## config.mk

```make
export PLATFORM = sky130hd
export DESIGN_NAME = router_port_arbiter_flat
export DESIGN_NICKNAME = d
export VERILOG_FILES = /design/src/rtl/router_port_arbiter_if.sv /design/src/rtl/router_port_arbiter.sv /design/src/flat_wrapper.sv
export SDC_FILE = /design/constraint.sdc
export NUM_CORES = 1
export LEC_CHECK = 0
export ABC_AREA = 0
export CORE_MARGIN = 4
export CORE_UTILIZATION = 37
export DETAILED_ROUTE_END_ITERATION = 8
export PLACE_DENSITY = 0.81
export SYNTH_ARGS = -nofsm -noshare
export SYNTH_HDL_FRONTEND = slang
export SYNTH_SLANG_ARGS = --single-unit
```

## constraint.sdc

```tcl
create_clock -name clk -period 3 [get_ports clk]
set_clock_uncertainty 0.1 [all_clocks]
set_input_delay 0.75 -clock clk [delete_from_list [all_inputs] [get_ports clk]]
set_output_delay 0.75 -clock clk [all_outputs]
set_load 0.01 [all_outputs]
```

## src/rtl/router_port_arbiter_if.sv

```systemverilog
// Port bundle for router_port_arbiter: two source flit channels, the downstream
// flit channel with packet framing, and status. The arbiter takes the slave side.
interface router_port_arbiter_if #(
   parameter int W     = 30,
   parameter int CNT_W = 8
);
   logic             a_valid;
   logic [W-1:0]     a_data;
   logic             a_ready;
   logic             b_valid;
   logic [W-1:0]     b_data;
   logic             b_ready;
   logic             o_valid;
   logic [W-1:0]     o_data;
   logic             o_src;
   logic             o_first;
   logic             o_last;
   logic             o_ready;
   logic             busy;
   logic [CNT_W-1:0] pkt_cnt_a;
   logic [CNT_W-1:0] pkt_cnt_b;

   modport slave (
      input  a_valid, a_data, b_valid, b_data, o_ready,
      output a_ready, b_ready, o_valid, o_data, o_src, o_first, o_last,
             busy, pkt_cnt_a, pkt_cnt_b
   );

   modport master (
      output a_valid, a_data, b_valid, b_data, o_ready,
      input  a_ready, b_ready, o_valid, o_data, o_src, o_first, o_last,
             busy, pkt_cnt_a, pkt_cnt_b
   );
endinterface

```

## src/rtl/router_port_arbiter.sv

```systemverilog
// Round-robin two-source packet arbiter: the grant is locked for a whole packet
// (header + L payload flits) and flits pass through combinationally.
module router_port_arbiter #(
   parameter int W     = 30,
   parameter int LEN_W = 4,
   parameter int CNT_W = 8
) (
   input  logic                  clk,
   input  logic                  rst,
   router_port_arbiter_if.slave  bus
);
   typedef enum logic [1:0] {IDLE, HDR, PAY} state_t;

   state_t                 state, state_nx;
   logic                   sel, sel_nx;
   logic                   prio, prio_nx;
   logic [LEN_W-1:0]       rem, rem_nx;
   logic [LEN_W-1:0]       len;
   logic [1:0]             req;
   logic [1:0][W-1:0]      din;
   logic [1:0][CNT_W-1:0]  cnt;
   logic [W-1:0]           sel_data;
   logic                   held, xfer, done;

   // Sources indexed by their o_src code: 0 = A, 1 = B.
   assign req      = {bus.b_valid, bus.a_valid};
   assign din      = {bus.b_data, bus.a_data};
   assign sel_data = din[sel];
   assign len      = sel_data[LEN_W-1:0];
   assign held     = (state != IDLE);

   assign bus.o_valid   = held & req[sel];
   assign bus.o_data    = held ? sel_data : '0;
   assign bus.a_ready   = held & ~sel & bus.o_ready;
   assign bus.b_ready   = held &  sel & bus.o_ready;
   assign xfer          = bus.o_valid & bus.o_ready;
   assign bus.o_first   = (state == HDR);
   assign bus.o_last    = ((state == HDR) && (len == '0)) ||
                          ((state == PAY) && (rem == LEN_W'(1)));
   assign bus.o_src     = sel;
   assign bus.busy      = held;
   assign bus.pkt_cnt_a = cnt[0];
   assign bus.pkt_cnt_b = cnt[1];

   always_comb begin
      state_nx = state;
      sel_nx   = sel;
      prio_nx  = prio;
      rem_nx   = rem;
      done     = 1'b0;
      case (state)
         IDLE: if (|req) begin
            sel_nx   = (&req) ? prio : req[1];
            state_nx = HDR;
         end
         HDR: if (xfer) begin
            if (len == '0) done = 1'b1;
            else begin
               rem_nx   = len;
               state_nx = PAY;
            end
         end
         PAY: if (xfer) begin
            if (rem == LEN_W'(1)) done = 1'b1;
            else rem_nx = rem - LEN_W'(1);
         end
         default: state_nx = IDLE;
      endcase
      // Pointer flips on every completion, even with no competing request.
      if (done) begin
         state_nx = IDLE;
         prio_nx  = ~sel;
      end
   end

   always_ff @(posedge clk) begin
      if (rst) begin
         state <= IDLE;
         sel   <= 1'b0;
         prio  <= 1'b0;
         rem   <= '0;
         cnt   <= '0;
      end else begin
         state <= state_nx;
         sel   <= sel_nx;
         prio  <= prio_nx;
         rem   <= rem_nx;
         if (done) cnt[sel] <= cnt[sel] + CNT_W'(1);
      end
   end
endmodule

```

## src/flat_wrapper.sv

```systemverilog
// flat-port wrapper written by rule: the top's interface ports become plain ports
module router_port_arbiter_flat 
#(
   parameter int W     = 30,
   parameter int LEN_W = 4,
   parameter int CNT_W = 8
)
  (clk, rst, bus_a_valid, bus_a_data, bus_b_valid, bus_b_data, bus_o_ready, bus_a_ready, bus_b_ready, bus_o_valid, bus_o_data, bus_o_src, bus_o_first, bus_o_last, bus_busy, bus_pkt_cnt_a, bus_pkt_cnt_b);
  router_port_arbiter_if #(.W(W), .CNT_W(CNT_W)) bus_i ();
  input  logic clk;
  input  logic rst;
  input wire logic [$bits(bus_i.a_valid)-1:0] bus_a_valid;
  input wire logic [$bits(bus_i.a_data)-1:0] bus_a_data;
  input wire logic [$bits(bus_i.b_valid)-1:0] bus_b_valid;
  input wire logic [$bits(bus_i.b_data)-1:0] bus_b_data;
  input wire logic [$bits(bus_i.o_ready)-1:0] bus_o_ready;
  output wire logic [$bits(bus_i.a_ready)-1:0] bus_a_ready;
  output wire logic [$bits(bus_i.b_ready)-1:0] bus_b_ready;
  output wire logic [$bits(bus_i.o_valid)-1:0] bus_o_valid;
  output wire logic [$bits(bus_i.o_data)-1:0] bus_o_data;
  output wire logic [$bits(bus_i.o_src)-1:0] bus_o_src;
  output wire logic [$bits(bus_i.o_first)-1:0] bus_o_first;
  output wire logic [$bits(bus_i.o_last)-1:0] bus_o_last;
  output wire logic [$bits(bus_i.busy)-1:0] bus_busy;
  output wire logic [$bits(bus_i.pkt_cnt_a)-1:0] bus_pkt_cnt_a;
  output wire logic [$bits(bus_i.pkt_cnt_b)-1:0] bus_pkt_cnt_b;
  assign bus_i.a_valid = bus_a_valid;
  assign bus_i.a_data = bus_a_data;
  assign bus_i.b_valid = bus_b_valid;
  assign bus_i.b_data = bus_b_data;
  assign bus_i.o_ready = bus_o_ready;
  assign bus_a_ready = bus_i.a_ready;
  assign bus_b_ready = bus_i.b_ready;
  assign bus_o_valid = bus_i.o_valid;
  assign bus_o_data = bus_i.o_data;
  assign bus_o_src = bus_i.o_src;
  assign bus_o_first = bus_i.o_first;
  assign bus_o_last = bus_i.o_last;
  assign bus_busy = bus_i.busy;
  assign bus_pkt_cnt_a = bus_i.pkt_cnt_a;
  assign bus_pkt_cnt_b = bus_i.pkt_cnt_b;
  router_port_arbiter #(.W(W), .LEN_W(LEN_W), .CNT_W(CNT_W)) u_core (.clk(clk), .rst(rst), .bus(bus_i));
endmodule
```

Yosys cells after proc, flatten, opt, wreduce, memory -nomap -nowiden:

Index checks and enable logic that the tools add are counted.

* flip-flop bits (word level): 24
* bits in latches: 0
* bits in writable memories: 0
* bits in read-only memories: 0
* input bits: 65
* output and inout port bits: 53
* logic and storage cells: 65
* memories: 0

* add/subtract/negate cells: 2
* multiply operators: 0
* divide/modulo/power cells: 0
* magnitude comparators: 2
* equal/unequal tests: 8
* shift operators: 0
* mux-type cells: 25
* bitwise operators: 8
* reductions and logical operators: 14

Operator list (count)
* $mux 30: 3
* $mux 8: 3
* $bwmux 16: 1
* $mux 4: 4
* $add 8x1->8 const B: 1
* $demux 8 s1: 1
* $pmux 4 s2: 1
* $mux 1: 7
* $and 1x1->1: 6
* $mux 2: 3
* $ne 2x1->1 const B: 3
* $pmux 2 s3: 1
* $reduce_and 5->1: 1
* $eq 4x1->1 const B: 1
* $logic_not 4->1: 1
* $ne 2x2->1 const B: 2
* $reduce_and 2->1: 2
* $reduce_and 4->1: 1
* $reduce_bool 2->1: 2
* $reduce_or 2->1: 2
* $sub 4x1->4 const B: 1
* $logic_and 1x1->1: 3
* $eq 2x1->1 const B: 1
* $eq 2x2->1 const B: 1
* 6 further kinds: 7

Depth between registers and ports, before layout:

* depth after elaboration: 7
* mapped depth: 10
* gate-level depth less buffers: 7

Worst setup path after synthesis:

No wires, ideal clock.

* path kind: register to register
* start point: reg u_core.sel, in the netlist u_core.bus.o_src
* end point: reg u_core.cnt (netlist bit u_core.bus.pkt_cnt_b[4])
* library setup time: 0.070 ns
* arrival: 2.594 ns
* required time: 2.830 ns
* path slack: 0.236 ns
* stages on the path, launching flop included: 9
* clock period less this slack: 2.764 ns
* path through: dfxtp_1 buf_4 clkbuf_1 clkbuf_1 mux2_2 ha_1 nand2_1 or4_1 a21oi_1

* longest elaborated chain between the ends: 6
* elaborated cells between the ends (all ways): 20
* those cells by class: 1 x add/sub; 2 x order compare; 13 x mux; 2 x bitwise; 2 x reduce/logical

Ends and longest elaborated chain
* start, declared: line router_port_arbiter.sv:15 `logic sel, sel_nx;`
* start signal, assigned: line router_port_arbiter.sv:85 `sel <= sel_nx;`
* branches (longest 6 deep; another with $add 8x1->8)
* end signal, assigned by index: line router_port_arbiter.sv:88 `if (done) cnt[sel] <= cnt[sel] + CNT_W'(1);`
* end, declared: line router_port_arbiter.sv:21 `logic [1:0][CNT_W-1:0] cnt;`

Several ways; the timed one is not identified. The select of a mux whose other input is x is not followed.
A chain may end at the register's enable or synchronous reset.

Worst setup path in the final report:

* start point: in bus_a_data[2]
* end point: out bus_o_last

* longest elaborated chain between the ends: 5

Ends and longest elaborated chain
* start, declared: line flat_wrapper.sv:13 `input wire logic [$bits(bus_i.a_data)-1:0] bus_a_data;`
* $mux 30 (implied by the code) (2 in series): line router_port_arbiter.sv:28 `assign sel_data = din[sel];`
* $logic_not 4->1: line router_port_arbiter.sv:38 `assign bus.o_last = ((state == HDR) && (len == '0)) ||`
* $logic_and 1x1->1: line router_port_arbiter.sv:38
* $logic_or 1x1->1: line router_port_arbiter.sv:38
* end, declared: line flat_wrapper.sv:23 `output wire logic [$bits(bus_i.o_last)-1:0] bus_o_last;`

No other way between the ends. The select of a mux whose other input is x is not followed.

==> flow_summary.yaml <==
status:
  status: "finished clean"
layout:
  drive_gt1_share_pct: 8.66
  nNetsFinal: 430
  syn_to_final_growth_pct: 72.0
  antennaDiodeCount: 0
  fin_cells: 425
  final_util_pct: 67.1
logic_synthesis:
  synthTopCellsByCount: "nor2_1, mux2i_1, dfxtp_1, nand2_1"
  async_flop_share_pct: 0
  ys_ff_latch: 24
  synth_largest_area_cell: "dfxtp_1"
  synthTopCellsByArea: "dfxtp_1, mux2i_1, nor2_1, ha_1, nand2_1"
  synthCells: 236
  netlist_area_um2: 1880
  ys_types: 43
  synth_top_area_share_pct: 25.5
  synth_edf_count: 0
  yosysWarnings: 0
  synth_most_common_cell: "nor2_1"
  synth_nets: 307
  synth-seq-area-share_pct: 25.5
  avgSynthCellArea_um2: 7.97
  synth_flop_cell: "dfxtp_1"
timing:
  drv_slew: 0
  rsz0062_at_grt: "false"
  fin_setup_tns_ns: 0
  post-route-period-util_pct: 98.6
  finalSetupViolCount: 0
  clock.fmax_mhz: 338
  finalCriticalPeriod_ns: 2.96
  finalHoldViolations: 0
  worstMarginPinSlew_ns: 0.444
  max_slew_margin_pct: 70.4
placed_design:
  gp_congestion: 0.886
  place_hpwl_um: 5350
  dp.cells: 421
  port_buffers: 117
clocking:
  numCtsBuffers: 3
  tritoncts: "built"
  cts_num_sinks: 24
  cts-root-buf: "clkbuf_8"
  cts_buffer_depth: 2
  insertion_delay_ns: 0.28
  htree_levels: 1
  clk_pin_slew_ns: 0.09
routing:
  remaining_drc_errors: 0
  drt_iter0_markers: 123
  vias_per_cell: 5.22
  wl_per_cell_um: 15.5
  dr.pass1.iters: 4
  wl_um: 6580
  num_vias: 2217
  drtAntennaViolNets: 0
worst_setup_path:
  cp.required_ns: 2.15
  startpoint_type: "primary input"
  cpPeakStageDelay_ns: 0.53
  cp_max_fo: 2
  endpoint_kind: "output pin"
  cp.arrival_ns: 2.11
  crit_slowest_cell: "or4_4"
  cp_cell_sequence: "dlygate4sd2_1 > or4_4 > mux2_4 > o21ai_4 > buf_6"
  path_buf_inv: 2
  crit_family: "simple AND/OR/NAND/NOR gates"
  critPathKind: "in2out"
floorplanning:
  io-pin-count: 118
  dieWidth_um: 79.3
  die_y_um: 79.3
  num_rows: 25
  start_util_pct: 39.0
  design.die.area_um2: 6290
  coreArea_um2: 4820
global_routing:
  grt_max_degree: 30
  track_usage_pct: 20.9
  grt_pass1_wl_um: 10500
  grt.overflow.total: 0
  antenna_found_initial: 0
  grt_pass1_vias: 2267
pwr:
  peakVddDrop_mv: 0.201
  p_leak_nw: 1.16
  p_per_area_nw_per_um2: 337
worst_hold_path:
  hold_path.class: "reg2reg"
run:
  max_cap_viol_count: 0
[layout make-up]
cell class                      count  area [um^2]
Timing Repair Buffer              132         1270
Tap cell                           67         83.8
Clock buffer                        4         55.1
Fill cell                         436         1580
Sequential cell                    24          482
Multi-Input combinational cell    188         1300
Inverter                           10         37.5
[worst min-delay path: cells and delay by family, from the launching register on]
kind	cells	cell delay, ns
simple gates	1	0.06
mux	1	0.05
flops	1	0.34
[cells by family after synthesis]
logic type	share of synthesized area [%]
xor+xnor	1.86
compound gates	12.6
simple gates	26.1
flops	25.5
buf+inv	5.86
mux	24.0
fa+ha+maj	3.99
[sequential cells by signal, indices dropped and copies added, names as in the netlist]
name,flops
u_core.rem,4
u_core.state,2
u_core.bus.o_src,1
u_core.bus.pkt_cnt_b,8
u_core.bus.pkt_cnt_a,8
u_core.prio,1
[through the flow]
stage	area, um^2	power (W)	hold slack, ns	setup WS, ns
2_1_floorplan	1880	0.000573	0.377	0.236
5_1_grt	3230	0.00115	0.434	0.0116
3_5_place_dp	3180	0.000872	0.373	-0.675
4_1_cts	3220	0.00109	0.393	0.00653
6_report	3230	0.00109	0.391	0.0424
3_3_place_gp	3180	0.000867	0.370	-0.687
[per-layer routing]
layer  vias up  routed length (um)  GRT usage, %
li1       1100                   -             -
met1      1011                2460          22.9
met2        99                3370          38.2
met3         7                 673          7.03
met4         0                  72          5.33
met5         -                   0             0
[final timing paths]
kind	start	endpoint	slack, ns	cells past startpoint
setup reg to reg	u_core.bus.o_src	u_core.bus.pkt_cnt_b[5]	0.57	7
hold reg to reg	u_core.bus.pkt_cnt_b[7]	u_core.bus.pkt_cnt_b[7]	0.39	2
hold / removal	u_core.bus.pkt_cnt_b[7]	u_core.bus.pkt_cnt_b[7]	0.39	2
setup / recovery	bus_a_data[2]	bus_o_last	0.04	5
[report_power, final]
group	leakage, nW	total (W)	switching, W	internal [W]
Sequential	0.194	0.000330	0.00000504	0.000325
Combinational	0.940	0.000531	0.000240	0.000290
Clock	0.0288	0.000228	0.000111	0.000118
Total	1.16	0.00109	0.000356	0.000733
[what timing repair did]
| action | 4_1_cts | 5_1_grt |
|---|---|---|
| endpoints found under the setup margin | 4 | 1 |
| hold buffers | 0 | 0 |
| gates resized for setup | 14 | 2 |
| setup buffers | 0 | 0 |
| pin swaps | 3 | 1 |
[cell usage in the layout (no fill, tap or decap), types with 3 or more instances in the layout]
cell             synthesis  layout
clkbuf_8                 0       4
dfxtp_1                 24      23
ha_1                     6       6
mux2_2                   4       4
nor3_1                   4       4
nand3_1                  7       7
dlygate4sd2_1            0       8
o211ai_1                 3       3
clkdlybuf4s50_1          0     108
inv_1                   10      10
a21oi_1                  7       7
or4_1                    7       7
nor2_1                  45      45
nand3b_1                 4       4
nor2b_1                  4       4
buf_4                    2      15
o31ai_1                  6       6
nand2_1                 18      18
mux2i_1                 39      39
Note: power is estimated with default switching activity, not from simulation.
